### src/rtl/payload_egress_reader.sv
// payload_egress_reader
//
// Egress-side master on the payload read bus. It takes one packet descriptor
// at a time from the dispatcher, reads the packet from payload storage one
// word per cycle, and streams the words out on a valid/ready interface with
// start-of-packet and end-of-packet markers. A small registered FIFO sits
// between the read bus and the egress port. Reads are only issued when that
// FIFO can take the word, so back-pressure never costs a word. This matters
// most for destructive reads, where storage frees each word as it is read.
//
// Ports
//   clk, reset              clock; asynchronous active-high reset
//   req_valid/req_ready     descriptor handshake
//   req_address             first word address of the packet
//   req_destructive         free words in storage as they are read
//   payload_isFirst         read bus: this read is the first word of a packet
//   payload_address         read bus: word address
//   payload_isDestructive   read bus: free the word being read
//   payload_data            read bus: word data (combinational response)
//   payload_byteCount       read bus: valid bytes in the word
//   payload_isLast          read bus: this word ends the packet
//   out_valid/out_ready     egress word handshake
//   out_data                payload word
//   out_byte_count          valid bytes in the word
//   out_sop, out_eop        first / last word of the packet
//   err_overrun             one-cycle pulse when a packet is cut at MAX_WORDS
//
// FIFO_DEPTH is meant to be 2..8.

module payload_egress_reader #(
    parameter int MAX_WORDS        = 256,
    parameter int FIFO_DEPTH       = 2,
    parameter int ADDR_WIDTH       = 8,
    parameter int DATA_WIDTH       = 64,
    parameter int BYTE_COUNT_WIDTH = 4
) (
    input  logic                        clk,
    input  logic                        reset,
    input  logic                        req_valid,
    output logic                        req_ready,
    input  logic [ADDR_WIDTH-1:0]       req_address,
    input  logic                        req_destructive,
    output logic                        payload_isFirst,
    output logic [ADDR_WIDTH-1:0]       payload_address,
    output logic                        payload_isDestructive,
    input  logic [DATA_WIDTH-1:0]       payload_data,
    input  logic [BYTE_COUNT_WIDTH-1:0] payload_byteCount,
    input  logic                        payload_isLast,
    output logic                        out_valid,
    input  logic                        out_ready,
    output logic [DATA_WIDTH-1:0]       out_data,
    output logic [BYTE_COUNT_WIDTH-1:0] out_byte_count,
    output logic                        out_sop,
    output logic                        out_eop,
    output logic                        err_overrun
);

    localparam int PTR_W  = $clog2(FIFO_DEPTH);
    localparam int CNT_W  = $clog2(FIFO_DEPTH + 1);
    localparam int WCNT_W = $clog2(MAX_WORDS) + 1;

    typedef enum logic {
        IDLE,
        READ
    } state_t;

    typedef struct packed {
        logic [DATA_WIDTH-1:0]       data;
        logic [BYTE_COUNT_WIDTH-1:0] byteCount;
        logic                        sop;
        logic                        eop;
    } fifoEntry_t;

    state_t              stateReg;
    state_t              stateNext;

    logic [ADDR_WIDTH-1:0] curAddr;
    logic                  destructiveFlag;
    logic                  firstFlag;
    logic [WCNT_W-1:0]     wordCnt;

    fifoEntry_t            fifoMem [FIFO_DEPTH];
    logic [PTR_W-1:0]      rdPtr;
    logic [PTR_W-1:0]      wrPtr;
    logic [CNT_W-1:0]      fifoCount;

    logic                  fifoFull;
    logic                  fifoEmpty;
    logic                  popEn;
    logic                  issueEn;
    logic                  overrunHit;
    fifoEntry_t            pushEntry;
    fifoEntry_t            headEntry;

    // Pointer wrap that also works when FIFO_DEPTH is not a power of two.
    function automatic logic [PTR_W-1:0] nextPtr(input logic [PTR_W-1:0] p);
        if (p == PTR_W'(FIFO_DEPTH - 1)) begin
            return '0;
        end
        return p + PTR_W'(1);
    endfunction

    assign fifoFull  = (fifoCount == CNT_W'(FIFO_DEPTH));
    assign fifoEmpty = (fifoCount == '0);
    assign popEn     = !fifoEmpty && out_ready;

    // A read is only issued when its word is guaranteed a FIFO slot. With a
    // full FIFO that means a pop is happening in the same cycle.
    assign issueEn    = (stateReg == READ) && (!fifoFull || popEn);
    assign overrunHit = issueEn && !payload_isLast &&
                        (wordCnt == WCNT_W'(MAX_WORDS - 1));

    assign pushEntry.data      = payload_data;
    assign pushEntry.byteCount = payload_byteCount;
    assign pushEntry.sop       = firstFlag;
    assign pushEntry.eop       = payload_isLast || overrunHit;

    // The bus qualifiers are gated by issueEn. A stalled cycle then never
    // frees a word, and it never marks a packet start twice.
    assign payload_address       = curAddr;
    assign payload_isFirst       = issueEn && firstFlag;
    assign payload_isDestructive = issueEn && destructiveFlag;
    assign err_overrun           = overrunHit;

    assign headEntry      = fifoMem[rdPtr];
    assign out_valid      = !fifoEmpty;
    assign out_data       = headEntry.data;
    assign out_byte_count = headEntry.byteCount;
    assign out_sop        = !fifoEmpty && headEntry.sop;
    assign out_eop        = !fifoEmpty && headEntry.eop;

    // State register.
    always_ff @(posedge clk or posedge reset) begin
        if (reset) begin
            stateReg <= IDLE;
        end else begin
            stateReg <= stateNext;
        end
    end

    // Next state and descriptor handshake. A packet ends on the word that
    // storage flags as last, or on a forced cut at MAX_WORDS.
    always_comb begin
        stateNext = stateReg;
        req_ready = 1'b0;
        case (stateReg)
            IDLE: begin
                req_ready = 1'b1;
                if (req_valid) begin
                    stateNext = READ;
                end
            end
            READ: begin
                if (issueEn && (payload_isLast || overrunHit)) begin
                    stateNext = IDLE;
                end
            end
            default: stateNext = IDLE;
        endcase
    end

    // Packet walk context. It is loaded on descriptor accept and advanced on
    // every issued read. The address wraps naturally at the top of the space.
    always_ff @(posedge clk or posedge reset) begin
        if (reset) begin
            curAddr         <= '0;
            destructiveFlag <= 1'b0;
            firstFlag       <= 1'b0;
            wordCnt         <= '0;
        end else if (stateReg == IDLE && req_valid) begin
            curAddr         <= req_address;
            destructiveFlag <= req_destructive;
            firstFlag       <= 1'b1;
            wordCnt         <= '0;
        end else if (issueEn) begin
            curAddr   <= curAddr + ADDR_WIDTH'(1);
            firstFlag <= 1'b0;
            wordCnt   <= wordCnt + WCNT_W'(1);
        end
    end

    // FIFO storage. It holds no control state, so it needs no reset; the
    // occupancy count alone decides what is valid.
    always_ff @(posedge clk) begin
        if (issueEn) begin
            fifoMem[wrPtr] <= pushEntry;
        end
    end

    // FIFO pointers and occupancy. A push and a pop in the same cycle leave
    // the count unchanged, including when the FIFO is full.
    always_ff @(posedge clk or posedge reset) begin
        if (reset) begin
            rdPtr     <= '0;
            wrPtr     <= '0;
            fifoCount <= '0;
        end else begin
            if (issueEn) begin
                wrPtr <= nextPtr(wrPtr);
            end
            if (popEn) begin
                rdPtr <= nextPtr(rdPtr);
            end
            case ({issueEn, popEn})
                2'b10:   fifoCount <= fifoCount + CNT_W'(1);
                2'b01:   fifoCount <= fifoCount - CNT_W'(1);
                default: fifoCount <= fifoCount;
            endcase
        end
    end

endmodule
### config.mk
export PLATFORM = sky130hd
export DESIGN_NAME = payload_egress_reader
export DESIGN_NICKNAME = d
export VERILOG_FILES = /design/src/rtl/payload_egress_reader.sv
export SDC_FILE = /design/constraint.sdc
export NUM_CORES = 1
export LEC_CHECK = 0
export ABC_AREA = 1
export CAP_MARGIN = 5
export CORE_MARGIN = 2
export CORE_UTILIZATION = 38
export CTS_BUF_LIST = sky130_fd_sc_hd__clkbuf_2
export DETAILED_ROUTE_END_ITERATION = 7
export PLACE_DENSITY = 0.73
export SLEW_MARGIN = 20
export SYNTH_ARGS = -nofsm -noshare
export SYNTH_HDL_FRONTEND = slang
export SYNTH_SLANG_ARGS = --single-unit
### constraint.sdc
create_clock -name clk -period 3.92 [get_ports clk]
set_input_delay 0.98 -clock clk [delete_from_list [all_inputs] [get_ports clk]]
set_output_delay 0.98 -clock clk [all_outputs]
set_load 0.03 [all_outputs]
==> results.md, run 1 <==
* # fillers at 1,442
* Part of the power in combinational logic at 48.2%
* GRT overflow at 0
* Peak VDD IR at 445.8 µV
* Final Critical Period at 3598 ps
* Min Hold Slack at 524.2 ps
* Clock Root Buffer: clkbuf_2
* Vias in the first global route at 3,992
* Routability cong. at 0.7579
* Final Slew Violations at 0
* Ys flop type: edfxtp_1
* Setup TNS at 0 ps
* Mapped cell area at 0.006495 mm²
* Largest net degree at the start of global routing at 71
* Synthesized flop and latch total at 164
* Die Area at 0.01815 mm²
* Int Pwr at 4228 µW
* IO Pins at 165
* WP buf/inv at 3
* CTS Hold Buffers Added at 0
* Worst clock skew at 36.86 ps
* Die X-Extent at 134.7 µm
* Sequential share of power at 37.9%
* Diodes inserted at 0
* Syn_nets at 647
* Share of cells above drive strength 1 at 7.402%
* DP Worst Slack at 335.8 ps
* Clock latency on the worst-skew pair at 690 ps
* Critical path, cell by cell: clkinv_2 -> buf_12 -> nand2_1 -> nand2_1 -> clkdlybuf4s50_1
* CP Max Fanout at 49
* Startpoint class of the critical path: flip-flop
* Slew margin rel. at 35.85%
* CP max stage delay at 720 ps
* Post-DR wirelength/cell at 13.92 µm
* First-pass GRT wire length at 20,640 µm
* Placed Area at 0.008394 mm²
* Row count at 47
* Max-cap viol count at 0
* Nets at 816
* CTS tree: yes
* CP most frequent cell: nand2_1
* Post-detail-place hpwl at 8366 µm
* RSZ-0062 raised after global routing: no
* Syn_area_per_cell at 11.58 µm²
* Cts bufs inserted at 17
* H-tree depth at 4
* Synth area leaders: edfxtp_1 (65%), nand2_1 (16%), dfrtp_1 (9.2%)
* CP delay by family, top: buffers and inverters
* Worst-path clk slew at 240 ps
* GR Util All Layers at 14.98%
* Starting Density at 39.03%
* # port buffers at 164
* Final Hold Viols at 0
* Cells after Synth at 561
* Area share of fa/ha/maj cells after synthesis at 0.7706%
* Pwr Density at 836.8 mW/mm²
* Remaining DRCs at 0
* Final worst-path cycle share at 91.78%
* Cell variety after synth at 29
* Routed WL at 13,400 µm
* Worst Max-Slew Pin Slew at 961.3 ps
* Fin area at 0.008685 mm²
* Synth async-reset ratio at 14.63%
* Post-synthesis mux area share at 0%
* Crit path arrival time at 2620 ps
* Peak Freq at 0.2779 GHz
* CTS sink cnt at 164
* Crit path kind: reg -> out
* Area growth syn-to-layout at 33.71%
* Pleak at 0.003527 µW
* Post-Synth XOR/XNOR Area at 0.5394%
* Seq/Total Area, Yosys at 73.97%
* Synth Area in Compound Gates at 1.560%
* Switching share of power at 41.83%
* Routed Antenna Nets at 0
* Slowest-stage cell, CP: clkdlybuf4s50_1
* Synth Area in Simple Gates at 19.86%
* Chip Height at 134.7 µm
* Initial antenna violation count at 1
* CP Capture Type: output pin
* Setup ws final at 322.1 ps
* Core box area at 0.01664 mm²
* Clock share of power at 13.9%
* Number of vias per cell at 4.553
* Pre-antenna DRT Iters at 5
* Switching pwr at 3040 µW
* Largest area contributor in the netlist: edfxtp_1
* Fraction of synthesized cell area taken by the top area cell type at 64.73%
* Via Count at 4,385
* Largest family of logic cells by synthesized area: simple AND/OR/NAND/NOR gates
* Overall power at 7268 µW
* Status: complete, no violations
* Critical Path RT at 2940 ps
* Synth Warn # at 0
* Post-synth EDFFs at 140
* Initial drt markers at 294
* Buffer depth of the longest clock path at 2
* Final setup viols at 0
* Type of the worst min-delay path: reg -> reg
kinds of logic after synthesis:
group | Yosys count
AOI/OAI and AO/OA | 18
DFF | 164
and+or+nand+nor | 323
xor gates and xnor gates | 4
buffers and inverters | 48
adders and majority gates | 4
per-layer routing:
layer,vias up,track usage (%),share of wire [%]
li1,2183,-,-
met3,16,4.842,6.7
met4,0,5.731,1.8
met5,-,0,0
met2,145,23.18,46
met1,2041,19.75,45
worst paths after layout:
check                           start             to  slack [ps]  cells after the start
min in group asynchronous       reset     wordCnt[8]         780                      2
min reg2reg                 firstFlag  fifoMem[0][1]         520                      0
min                         firstFlag  fifoMem[0][1]         520                      0
max reg2reg                wordCnt[0]  fifoMem[0][0]        2180                      7
max in group asynchronous       reset          rdPtr        2500                      2
max                             rdPtr   out_data[19]         320                      5
stage by stage:
stage / utilization, % / std cells
after global placement: 50.44 / 931
after detailed placement: 50.44 / 931
after floorplan: - / 561
after CTS: 52.15 / 963
final: 52.18 / 963
after global routing: 52.18 / 963
sequential cells by signal, summed over array words and instances (netlist names):
name and flops:
fifoMem 140, wordCnt 9, payload_address 8, fifoCount 2, destructiveFlag 1, firstFlag 1
rdPtr 1, stateReg 1, wrPtr 1
layout make-up:
cell class / instances / area (µm²) / area share, %
Inverter: 30 / 113.9 / 1.311
Multi-Input combinational cell: 349 / 1491 / 17.17
Tap cell: 220 / 275.3 / 3.170
Timing Repair Buffer: 168 / 1712 / 19.71
Clock inverter: 15 / 201.4 / 2.320
Sequential cell: 164 / 4806 / 55.34
Clock buffer: 17 / 85.08 / 0.9797
repair_timing:
item	CTS	global route
resized for setup	1	2
cloned	0	0
setup buffers	0	0
endpoints found under the setup margin	1	9
cell usage after synthesis, types with 2 or more instances:
| library cell | count |
|---|---|
| nand2_1 | 273 |
| edfxtp_1 | 140 |
| inv_1 | 25 |
| dfrtp_1 | 24 |
| nor2_1 | 18 |
| nand3_1 | 17 |
| buf_2 | 9 |
| a21oi_1 | 7 |
| clkbuf_1 | 6 |
| o21ai_0 | 6 |
| inv_2 | 5 |
| ha_1 | 4 |
| or2_2 | 4 |
| buf_6 | 3 |
| a21oi_2 | 2 |
| nand2_4 | 2 |
| nand4_1 | 2 |
| xnor2_1 | 2 |
| xor2_1 | 2 |
power by group through the flow:
stage | combinational [µW] | clock [µW] | sequential, µW
2_1_floorplan | 2050 | 0 | 2860
4_1_cts | 3560 | 1050 | 2760
3_3_place_gp | 3530 | 0 | 2780
5_1_grt | 3780 | 1100 | 2810
6_report | 3510 | 1010 | 2750
3_5_place_dp | 3550 | 0 | 2800
cells in the final DEF, fill, tap and decap left out, drive strengths merged:
cell           count
nand2            276
nand4              2
o21ai              7
edfxtp           140
a21oi              9
xor2               2
nand3b             1
a21o               1
clkinv             4
clkinvlp           4
nor2              19
inv               33
dfrtp             24
ha                 4
clkbuf            17
clkdlybuf4s50    163
xnor2              2
o22ai              1
or2                6
dlygate4sd2        1
bufinv             4
nor3               1
nand3             18
buf                4
No activity file was read; power rests on OpenSTA's default activity.
==> run 2: changes to the inputs <==
--- a/config.mk
+++ b/config.mk
@@ -12,7 +12,9 @@
 export CTS_BUF_LIST = sky130_fd_sc_hd__clkbuf_2
 export DETAILED_ROUTE_END_ITERATION = 7
 export PLACE_DENSITY = 0.73
+export SKIP_LAST_GASP = 1
 export SLEW_MARGIN = 20
 export SYNTH_ARGS = -nofsm -noshare
 export SYNTH_HDL_FRONTEND = slang
 export SYNTH_SLANG_ARGS = --single-unit
+export TNS_END_PERCENT = 30
==> run 2 against run 1 <==
  * Die area unchanged
  * Sequential power about the same
  * Via count increased by 0.46%
  * Register-to-register slack about the same
  * Core utilization decreased by 0.44 points
  * Largest cell class unchanged
  * Largest power group unchanged
==> results.md, run 2 (synthesized netlist as in run 1, its figures left out) <==
* CTS sink cnt at 164 (unchanged)
* Peak Freq at 0.2766 GHz (was 0.2779 GHz)
* Commonest non-fill, non-tap cell in the layout: nand2_1 (unchanged)
* Status: complete, no violations (unchanged)
* Starting Density at 39.03% (unchanged)
* Max-cap viol count at 0 (unchanged)
* Initial drt markers at 249 (was 294)
* Die Area at 0.01815 mm² (unchanged)
* Routed WL at 13,140 µm (was 13,400 µm)
* Area growth syn-to-layout at 32.59% (was 33.71%)
* Clock latency on the worst-skew pair at 690 ps (about the same)
* Worst clock skew at 21.15 ps (was 36.86 ps)
* Placed Area at 0.008404 mm² (was 0.008394 mm²)
* Chip Height at 134.7 µm (unchanged)
* Number of vias per cell at 4.560 (was 4.553)
* Final worst-path cycle share at 92.22% (was 91.78%)
* CTS tree: yes (unchanged)
* Setup bufs post-CTS at 0 (unchanged)
* Nets at 819 (was 816)
* Crit path arrival time at 2640 ps (was 2620 ps)
* RSZ-0062 raised after global routing: yes (was no)
* GR Util All Layers at 14.84% (was 14.98%)
* Startpoint class of the critical path: flip-flop (unchanged)
* Row count at 47 (unchanged)
* Post-DR wirelength/cell at 13.60 µm (was 13.92 µm)
* Pre-antenna DRT Iters at 4 (was 5)
* Min Hold Slack at 518.3 ps (was 524.2 ps)
* # port buffers at 164 (unchanged)
* Vias in the first global route at 4,087 (was 3,992)
* Share of cells above drive strength 1 at 7.641% (was 7.402%)
* IO Pins at 165 (unchanged)
* WP buf/inv at 3 (unchanged)
* Peak VDD IR at 597.9 µV (was 445.8 µV)
* Largest net degree at the start of global routing at 72 (was 71)
* Worst-path clk slew at 210 ps (was 240 ps)
* Pleak at 0.003518 µW (was 0.003527 µW)
* Core box area at 0.01664 mm² (unchanged)
* Fin area at 0.008612 mm² (was 0.008685 mm²)
* Largest Register: fifoMem (unchanged)
* GRT overflow at 0 (unchanged)
* Final Slew Violations at 0 (unchanged)
* Type of the worst min-delay path: reg -> reg (unchanged)
* Slew margin rel. at 36.17% (was 35.85%)
* Worst Max-Slew Pin Slew at 956.3 ps (was 961.3 ps)
* Die X-Extent at 134.7 µm (unchanged)
* Cts bufs inserted at 17 (unchanged)
* Max reg flops at 140 (unchanged)
* CP Max Fanout at 32 (was 49)
* Final Hold Viols at 0 (unchanged)
* Crit path kind: reg -> out (unchanged)
* CTS Hold Buffers Added at 0 (unchanged)
* Final Critical Period at 3615 ps (was 3598 ps)
* Commonest non-fill, non-tap cells in the layout: nand2_1 (273), clkdlybuf4s50_1 (163), edfxtp_1 (140) (unchanged)
* Post-detail-place hpwl at 8574 µm (was 8366 µm)
* CP Capture Type: output pin (unchanged)
* CP max stage delay at 700 ps (was 720 ps)
* Slowest-stage cell, CP: clkdlybuf4s50_1 (unchanged)
* Clock Root Buffer: clkbuf_2 (unchanged)
* Final setup viols at 0 (unchanged)
* Via Count at 4,405 (was 4,385)
* Routed Antenna Nets at 0 (unchanged)
* Diodes inserted at 0 (unchanged)
* Routability cong. at 0.8388 (was 0.7579)
* Pwr Density at 815.2 mW/mm² (was 836.8 mW/mm²)
* H-tree depth at 4 (unchanged)
* First-pass GRT wire length at 20,510 µm (was 20,640 µm)
* Initial antenna violation count at 0 (was 1)
* CP delay by family, top: buffers and inverters (unchanged)
* Critical path, cell by cell: inv_2 -> buf_4 -> nand2_1 -> a21oi_1 -> clkdlybuf4s50_1 (was clkinv_2 -> buf_12 -> nand2_1 -> nand2_1 -> clkdlybuf4s50_1)
* Buffer depth of the longest clock path at 2 (unchanged)
* Critical Path RT at 2940 ps (about the same)
* Remaining DRCs at 0 (unchanged)
## run 2: power by group
group          internal, µW  switching [µW]  leakage [µW]
Sequential             2550             229       0.00161
Clock                   230             552      0.000125
Combinational          1260            2200       0.00178
Total                  4030            2990       0.00352
## run 2: routing by layer
metal  track usage (%)  vias up  routed length, µm
met2             24.51      147               6387
met1             18.10     2050               5628
met5                 0        -                  0
met3             5.443       12                981
met4             4.912        0                139
li1                  -     2196                  -
## run 2: worst paths after layout
check	start	to	slack, ps	cells after the start
worst max register to register	fifoCount[0]	fifoMem[1][8]	2180	6
worst min-delay path	firstFlag	fifoMem[1][1]	520	0
worst min register to register	firstFlag	fifoMem[1][1]	520	0
max in group asynchronous	reset	rdPtr	2510	2
min in group asynchronous	reset	wordCnt[5]	780	2
worst max-delay path	rdPtr	out_eop	300	5
## run 2: stage by stage
step                utilization [%]  cells  setup WS [ps]  setup TNS, ps  total power [µW]
finish                        51.75    966          304.9              0              7020
global route                  51.75    966         -26.05         -55.31              7476
CTS                           51.73    966          50.93              0              7125
detailed placement            50.50    934          466.0              0              6336
global placement              50.50    934          479.5              0              6293
floorplan                         -    561         -825.5         -57790              4918
## run 2: layout make-up
type                            instances  area [µm²]
Inverter                               30       112.6
Clock inverter                         13       110.1
Multi-Input combinational cell        349        1491
Clock buffer                           19       95.09
Timing Repair Buffer                  171        1722
Tap cell                              220       275.3
Fill cell                            1429        8030
Sequential cell                       164        4806
## run 2: repair_timing
action | in CTS | in global routing
setup endpoints to repair | 0 | 4
gates resized for setup | 0 | 1
hold endpoints to repair | 0 | 0
